===== src/rtl/multiplier_if.sv =====
// Start/interrupt/ready/exception handshake shared with the divider.
// MULT_HI_EN adds the upper product half (result_hi).
interface multiplier_if #(
    parameter int WIDTH = 32
);
    logic [WIDTH-1:0] operandA;
    logic [WIDTH-1:0] operandB;
    logic             start;
    logic             interrupt;
    logic [WIDTH-1:0] result;
    logic             ready;
    logic             busy;
    logic             exception;
`ifdef MULT_HI_EN
    logic [WIDTH-1:0] result_hi;
`endif

    modport master (
        output operandA, operandB, start, interrupt,
`ifdef MULT_HI_EN
        input  result_hi,
`endif
        input  result, ready, busy, exception
    );

    modport slave (
        input  operandA, operandB, start, interrupt,
`ifdef MULT_HI_EN
        output result_hi,
`endif
        output result, ready, busy, exception
    );
endinterface


===== src/rtl/multiplier.sv =====
// Radix-2 Booth sequential signed multiplier, WIDTH cycles per operation.
// MULT_HI_EN exposes the upper product half as result_hi.
module multiplier #(
    parameter int WIDTH = 32
) (
    input  logic clk,
    input  logic reset_n,
    multiplier_if.slave bus
);
    localparam int CW = $clog2(WIDTH) + 1;

    typedef enum logic [1:0] {
        IDLE = 2'd0,
        BUSY = 2'd1,
        DONE = 2'd2
    } state_t;

    state_t           state_q;
    logic [WIDTH-1:0] m_q;
    logic [WIDTH:0]   hi_q;
    logic [WIDTH-1:0] lo_q;
    logic             q_q;
    logic [CW-1:0]    cnt_q;
    logic [WIDTH-1:0] result_q;
    logic             exc_q;
    logic             ready_q;
    logic             busy_q;
    logic [WIDTH-1:0] res_hi_q;

    logic [WIDTH:0]   msext;
    logic [WIDTH:0]   sum;
    logic [WIDTH:0]   hi_d;
    logic [WIDTH-1:0] lo_d;
    logic             q_d;
    logic             last;
    logic             ovf;

    // hi is one bit wider than M so subtracting -2^(WIDTH-1) cannot wrap
    always_comb begin
        msext = {m_q[WIDTH-1], m_q};
        sum   = hi_q;
        unique case ({lo_q[0], q_q})
            2'b01:   sum = hi_q + msext;
            2'b10:   sum = hi_q - msext;
            default: sum = hi_q;
        endcase
        hi_d = {sum[WIDTH], sum[WIDTH:1]};
        lo_d = {sum[0], lo_q[WIDTH-1:1]};
        q_d  = lo_q[0];
        last = (cnt_q == CW'(WIDTH - 1));
        ovf  = (hi_d[WIDTH-1:0] != {WIDTH{lo_d[WIDTH-1]}});
    end

    always_ff @(posedge clk or negedge reset_n) begin
        if (!reset_n) begin
            state_q  <= IDLE;
            m_q      <= '0;
            hi_q     <= '0;
            lo_q     <= '0;
            q_q      <= 1'b0;
            cnt_q    <= '0;
            result_q <= '0;
            exc_q    <= 1'b0;
            ready_q  <= 1'b0;
            busy_q   <= 1'b0;
            res_hi_q <= '0;
        end else if (bus.start) begin
            state_q <= BUSY;
            m_q     <= bus.operandA;
            hi_q    <= '0;
            lo_q    <= bus.operandB;
            q_q     <= 1'b0;
            cnt_q   <= '0;
            ready_q <= 1'b0;
            busy_q  <= 1'b1;
        end else begin
            unique case (state_q)
                BUSY: begin
                    if (bus.interrupt) begin
                        state_q <= IDLE;
                        busy_q  <= 1'b0;
                    end else begin
                        hi_q  <= hi_d;
                        lo_q  <= lo_d;
                        q_q   <= q_d;
                        cnt_q <= cnt_q + 1'b1;
                        if (last) begin
                            result_q <= lo_d;
                            res_hi_q <= hi_d[WIDTH-1:0];
                            exc_q    <= ovf;
                            ready_q  <= 1'b1;
                            busy_q   <= 1'b0;
                            state_q  <= DONE;
                        end
                    end
                end
                DONE: begin
                    if (bus.interrupt) begin
                        state_q <= IDLE;
                        ready_q <= 1'b0;
                    end
                end
                default: ;
            endcase
        end
    end

    assign bus.result    = result_q;
    assign bus.ready     = ready_q;
    assign bus.busy      = busy_q;
    assign bus.exception = exc_q;
`ifdef MULT_HI_EN
    assign bus.result_hi = res_hi_q;
`else
    logic unused_hi;
    assign unused_hi = ^res_hi_q;
`endif
endmodule


===== src/flat_wrapper.sv =====
// flat-port wrapper written by rule: the top's interface ports become plain ports
module multiplier_flat 
#(
    parameter int WIDTH = 32
)
  (clk, reset_n, bus_operandA, bus_operandB, bus_start, bus_interrupt, bus_result, bus_ready, bus_busy, bus_exception);
  multiplier_if #(.WIDTH(WIDTH)) bus_i ();
  input  logic clk;
  input  logic reset_n;
  input wire logic [$bits(bus_i.operandA)-1:0] bus_operandA;
  input wire logic [$bits(bus_i.operandB)-1:0] bus_operandB;
  input wire logic [$bits(bus_i.start)-1:0] bus_start;
  input wire logic [$bits(bus_i.interrupt)-1:0] bus_interrupt;
  output wire logic [$bits(bus_i.result)-1:0] bus_result;
  output wire logic [$bits(bus_i.ready)-1:0] bus_ready;
  output wire logic [$bits(bus_i.busy)-1:0] bus_busy;
  output wire logic [$bits(bus_i.exception)-1:0] bus_exception;
  assign bus_i.operandA = bus_operandA;
  assign bus_i.operandB = bus_operandB;
  assign bus_i.start = bus_start;
  assign bus_i.interrupt = bus_interrupt;
  assign bus_result = bus_i.result;
  assign bus_ready = bus_i.ready;
  assign bus_busy = bus_i.busy;
  assign bus_exception = bus_i.exception;
  multiplier #(.WIDTH(WIDTH)) u_core (.clk(clk), .reset_n(reset_n), .bus(bus_i));
endmodule

===== config.mk =====
export PLATFORM = sky130hd
export DESIGN_NAME = multiplier_flat
export DESIGN_NICKNAME = d
export VERILOG_FILES = /design/src/rtl/multiplier_if.sv /design/src/rtl/multiplier.sv /design/src/flat_wrapper.sv
export SDC_FILE = /design/constraint.sdc
export NUM_CORES = 1
export LEC_CHECK = 0
export ABC_AREA = 1
export BUFFER_PORTS_ARGS = -buffer_cell sky130_fd_sc_hd__clkbuf_2
export CAP_MARGIN = 15
export CORE_AREA = 3 3 121 146
export CTS_CLUSTER_DIAMETER = 60
export CTS_CLUSTER_SIZE = 20
export DETAILED_ROUTE_END_ITERATION = 16
export DIE_AREA = 0 0 124 149
export PLACE_DENSITY = 0.84
export SLEW_MARGIN = 5
export SYNTH_ARGS = -nofsm -noshare
export SYNTH_HDL_FRONTEND = slang
export SYNTH_SLANG_ARGS = --single-unit

===== constraint.sdc =====
create_clock -name clk -period 4.3 [get_ports clk]
set_clock_uncertainty 0.15 [all_clocks]
set_input_delay 0.645 -clock clk [delete_from_list [all_inputs] [get_ports clk]]
set_output_delay 0.645 -clock clk [all_outputs]
set_load 0.02 [all_outputs]

# Word level (Yosys, flattened, before mapping)

Index checks and enable logic that the tools add are counted.

Bitwise logic cells: 2
Equal/unequal tests: 11
Muxes and demuxes: 27
Reductions and logical operators: 8
Add/subtract/negate cells: 3

Operators by type and width:

| kind                  | number |
|---|---|
| $mux W33              | 3 |
| $mux W32              | 3 |
| $pmux W33 S2          | 1 |
| $add A33 B33 Y33      | 1 |
| $sub A33 B33 Y33      | 1 |
| $ne A32 B32 Y1        | 1 |
| $mux W6               | 3 |
| $mux W1               | 11 |
| $mux W2               | 4 |
| $reduce_and A4 Y1     | 2 |
| $add A6 B1 Y6 const B | 1 |
| $eq A6 B5 Y1 const B  | 1 |
| $ne A3 B3 Y1 const B  | 2 |
| $reduce_bool A3 Y1    | 2 |
| $eq A2 B1 Y1 const B  | 2 |
| $eq A2 B2 Y1 const B  | 2 |
| $ne A4 B3 Y1 const B  | 1 |
| $pmux W2 S2           | 1 |
| $reduce_and A2 Y1     | 2 |
| $ne A3 B2 Y1 const B  | 1 |
| $reduce_and A3 Y1     | 1 |
| $ne A2 B2 Y1 const B  | 1 |
| $not A1 Y1            | 2 |
| $pmux W1 S2           | 1 |
| $reduce_bool A2 Y1    | 1 |

Logic and storage cells: 61
Register bits after elaboration: 141
Output and inout bits: 35

# Depth between registers and ports, before layout

Depth after elaboration: 5
Depth in mapped cells: 30

# Worst setup path after synthesis

Ideal clock, no wire load.

Path type: reg-to-reg
Start: register u_core.m_q[0]
End: register u_core.exc_q, in the netlist u_core.bus.exception
Setup slack: 0.764 ns
Required time: 4.028 ns
Clock period less this slack: 3.536 ns
Data arrival time: 3.264 ns
Stages on the path, launching flop included: 25
Buffers on the path: 0
Cell sequence: dfrtp_1 inv_1 ha_1 nand3_2 nor2_4 nand2_2 nor3_2 nand2_1 nor3_4 nand2_2 o31ai_4 o21ai_1 xor2_1 ha_1 a21oi_1 a21boi_0 nand2_1 a21oi_1 nand3_1 nand3_1 nand3_1 nor2_1 nand3_1 nand2_1 a21oi_1

Word-level cells in the longest chain between the ends: 3
Elaborated cells between the ends (all ways): 4

Ends and longest elaborated chain:

| item                                                        | RTL line                           | RTL |
|---|---|---|
| start, declared                                             | multiplier.sv:19                   | `logic [WIDTH-1:0] m_q;` |
| start signal, assigned                                      | multiplier.sv:69                   | `m_q <= bus.operandA;` |
| $sub A33 B33 Y33 / $add A33 B33 Y33 (equally long branches) | multiplier.sv:44, multiplier.sv:43 |  |
| $pmux W33 S2 *                                              | multiplier.sv:42                   | `unique case ({lo_q[0], q_q})` |
| $ne A32 B32 Y1 *                                            | multiplier.sv:51                   | `ovf = (hi_d[WIDTH-1:0] != {WIDTH{lo_d[WIDTH-1]}});` |
| end signal, assigned                                        | multiplier.sv:90                   | `exc_q <= ovf;` |
| end, declared                                               | multiplier.sv:25                   | `logic exc_q;` |

Mark *: on every way between the ends. The rest lies on a longest branch, timed or not.
A chain may end at the register's enable or synchronous reset.

# Worst setup path after layout

Same ends and word-level chain as after synthesis.

==> results.sh <==
export IMPL_status="finished with violations"
export IMPL_violations="negative setup slack"
export IMPL_slew_headroom_pct=36.47
export IMPL_wl_um=29030
export IMPL_drive_gt1_share_pct=16.98
export IMPL_ant_nets=0
export IMPL_cpMostUsedCell="nand2_1"
export IMPL_timing_rr_start="u_core.m_q[0]$_DFFE_PN0P_"
export IMPL_setup_slack_ns=-0.04361
export IMPL_ios=103
export IMPL_drv_cap=0
export IMPL_finish_utilization_pct=70.13
export IMPL_overflow=0
export IMPL_ys_ff_latch=140
export IMPL_grt_pass1_vias=9387
export IMPL_cts_made_buffers=17
export IMPL_period_share_pct=101.0
export IMPL_holdWs_ns=0.1576
export IMPL_finalPower_mw=4.878
export IMPL_startpoint="u_core.m_q[0]$_DFFE_PN0P_"
export IMPL_fmax_ghz=0.2302
export IMPL_max_stage_delay_ns=0.40
export IMPL_dp_hpwl_um=20400
export IMPL_viasPerCell=5.637
export IMPL_instances_no_fill=1790
export IMPL_yosysSeqAreaShare_pct=35.89
export IMPL_avgSynthCellArea_um2=6.650
export IMPL_synth_edf_count=0
export IMPL_track_usage_pct=30.98
export IMPL_crit_slowest_cell="dfrtp_1"
export IMPL_cp_required_ns=4.46
export IMPL_tightest_slew_ns=0.9529
export IMPL_grt_first_pass_wirelength_um=45170
export IMPL_syn_cell_area_um2=9762
export IMPL_place_gp_congestion=0.9375
export IMPL_setup_tns_ns=-0.04361
export IMPL_most_common_layout_cells="nand2_1, inv_1, dfrtp_1"
export IMPL_p_leak_nw=6.116
export IMPL_first_pass_iters=6
export IMPL_clock_path_buffers=2
export IMPL_hold_buffers=0
export IMPL_antenna_found_initial=0
export IMPL_drc_errors=0
export IMPL_area_delta_synth_final_pct=17.35
export IMPL_synth_nets=1572
export IMPL_htreeDepth=4
export IMPL_arrival_ns=4.51
export IMPL_initial_core_util_pct=59.76
export IMPL_clkTransAtPathRegs_ns=0.07
export IMPL_nNetsFinal=1669
export IMPL_powerDensity_nw_per_um2=425.8
export IMPL_hold_viol=0
export IMPL_crit_fanout=6
export IMPL_final_cell_area_um2=11460
export IMPL_placed_area_um2=10470
export IMPL_startpoint_type="register"
export IMPL_async_flop_share_pct=100.0
export IMPL_ys_flop_type="dfrtp_1"
export IMPL_core_um2=16340
export IMPL_antennaDiodeCount=0
export IMPL_die_y_um=149
export IMPL_final_common_cell="nand2_1"
export IMPL_grt_max_degree=101
export IMPL_worst_r2r_cell_count=28
export IMPL_num_rows=51
export IMPL_drt_initial_drc_count=849
export IMPL_rsz0062_at_grt="true"
export IMPL_setup_viol=1
export IMPL_ys_warnings_count=0
export IMPL_vias=10090
export IMPL_path_class="register to register"
export IMPL_root_buffer="clkbuf_16"
export IMPL_wl_per_cell_um=16.22
export IMPL_portBuffers=102
export IMPL_vdd_drop_max_mv=0.3241
export IMPL_pre_cts_slack_ns=-0.01497
export IMPL_drv_slew=0
export IMPL_dp_cells=1751
export IMPL_hold_class="input pin to async pin"
export IMPL_period_needed_ns=4.344
export IMPL_synth_cell_types=42
export IMPL_endpoint_kind="register"
export IMPL_die_area_um2=18480
export IMPL_clock_latency_ns=0.43
export IMPL_synthCells=1468
export IMPL_die_x_um=124
export IMPL_clkSinkCount=140
export IMPL_cts_tree="yes"
## Yosys cell counts (7+ instances only)
cell / count / area [um2]
nand4_1: 18 / 112.6
clkbuf_1: 33 / 123.9
nor2_1: 94 / 352.8
o22ai_1: 22 / 137.6
dfrtp_1: 140 / 3503
nand3_1: 101 / 505.5
xor2_1: 30 / 262.8
o21ai_0: 96 / 480.5
a22oi_1: 11 / 82.58
buf_2: 7 / 35.03
nand2_1: 487 / 1828
inv_2: 16 / 60.06
o221ai_1: 19 / 166.4
inv_1: 238 / 893.4
o21ai_1: 8 / 40.04
ha_1: 35 / 437.9
nor2_2: 15 / 93.84
a21oi_1: 39 / 195.2
## report_power, final
part / switching (mW) / internal, mW
sequential: 0.0953 / 1.43
combinational: 1.28 / 0.622
clock: 0.647 / 0.795
## sequential cells by signal (all words and copies together), names as in the netlist, 2 cells and up
register,count
u_core.m_q,32
u_core.cnt_q,6
u_core.state_q,2
u_core.lo_q,32
u_core.bus.result,32
u_core.hi_q,32
## layout make-up
type | count | area [um2]
fillers | 1341 | 4880
inverters | 257 | 964.7
multi-input cells | 1028 | 5488
well taps | 212 | 265.3
clock buffers | 19 | 452.9
flip-flops and latches | 140 | 3503
repair buffers | 121 | 659.4
clock inverters | 13 | 122.6
## layer usage
layer  routed length (um)  up-vias  share of wire [%]  track usage (%)
met1                11530     4717                 40            39.62
li1                     -     4855                  -                -
met3                 2034       79                7.0            6.146
met2                14480      440                 50            52.07
met5                    0        -                  0                0
met4                  979        0                3.4            11.07
## kinds of logic (layout without fill, tap and decap cells)
group           after synthesis  in the layout  synth area share (%)
simple gates                749            749                 32.22
flops                       140            140                 35.89
xor+xnor                     30             30                 2.692
compound gates              213            213                 12.84
fa+ha+maj                    36             36                 4.691
buf+inv                     300            410                 11.66
## worst paths after layout
path | to | slack (ns)
min in group clk | u_core.m_q[27]$_DFFE_PN0P_ | 0.27
worst max register to register | u_core.bus.exception$_DFFE_PN0P_ | -0.04
max in group asynchronous | u_core.bus.result[12]$_DFFE_PN0P_ | 2.91
worst min register to register | u_core.bus.result[19]$_DFFE_PN0P_ | 0.34
worst max-delay path | u_core.bus.exception$_DFFE_PN0P_ | -0.04
worst min-delay path | u_core.cnt_q[2]$_DFFE_PN0P_ | 0.16
## worst max-delay path: cells and delay by family (launching register included)
kind | cells | cell delay (ns)
XOR/XNOR | 1 | 0.27
flip-flops | 1 | 0.40
AO/OA/AOI/OAI | 3 | 0.55
buffers and inverters | 2 | 0.16
AND/OR/NAND/NOR | 20 | 2.23
adder cells (fa/ha/maj) | 2 | 0.45
## repair_timing
item                                    in CTS  in global routing
resized for setup                            3                 80
buffers inserted                             0                  7
pin swaps                                    0                 31
cloned                                       0                  0
endpoints found under the setup margin       1                  4
No activity file was read; power rests on OpenSTA's default activity.
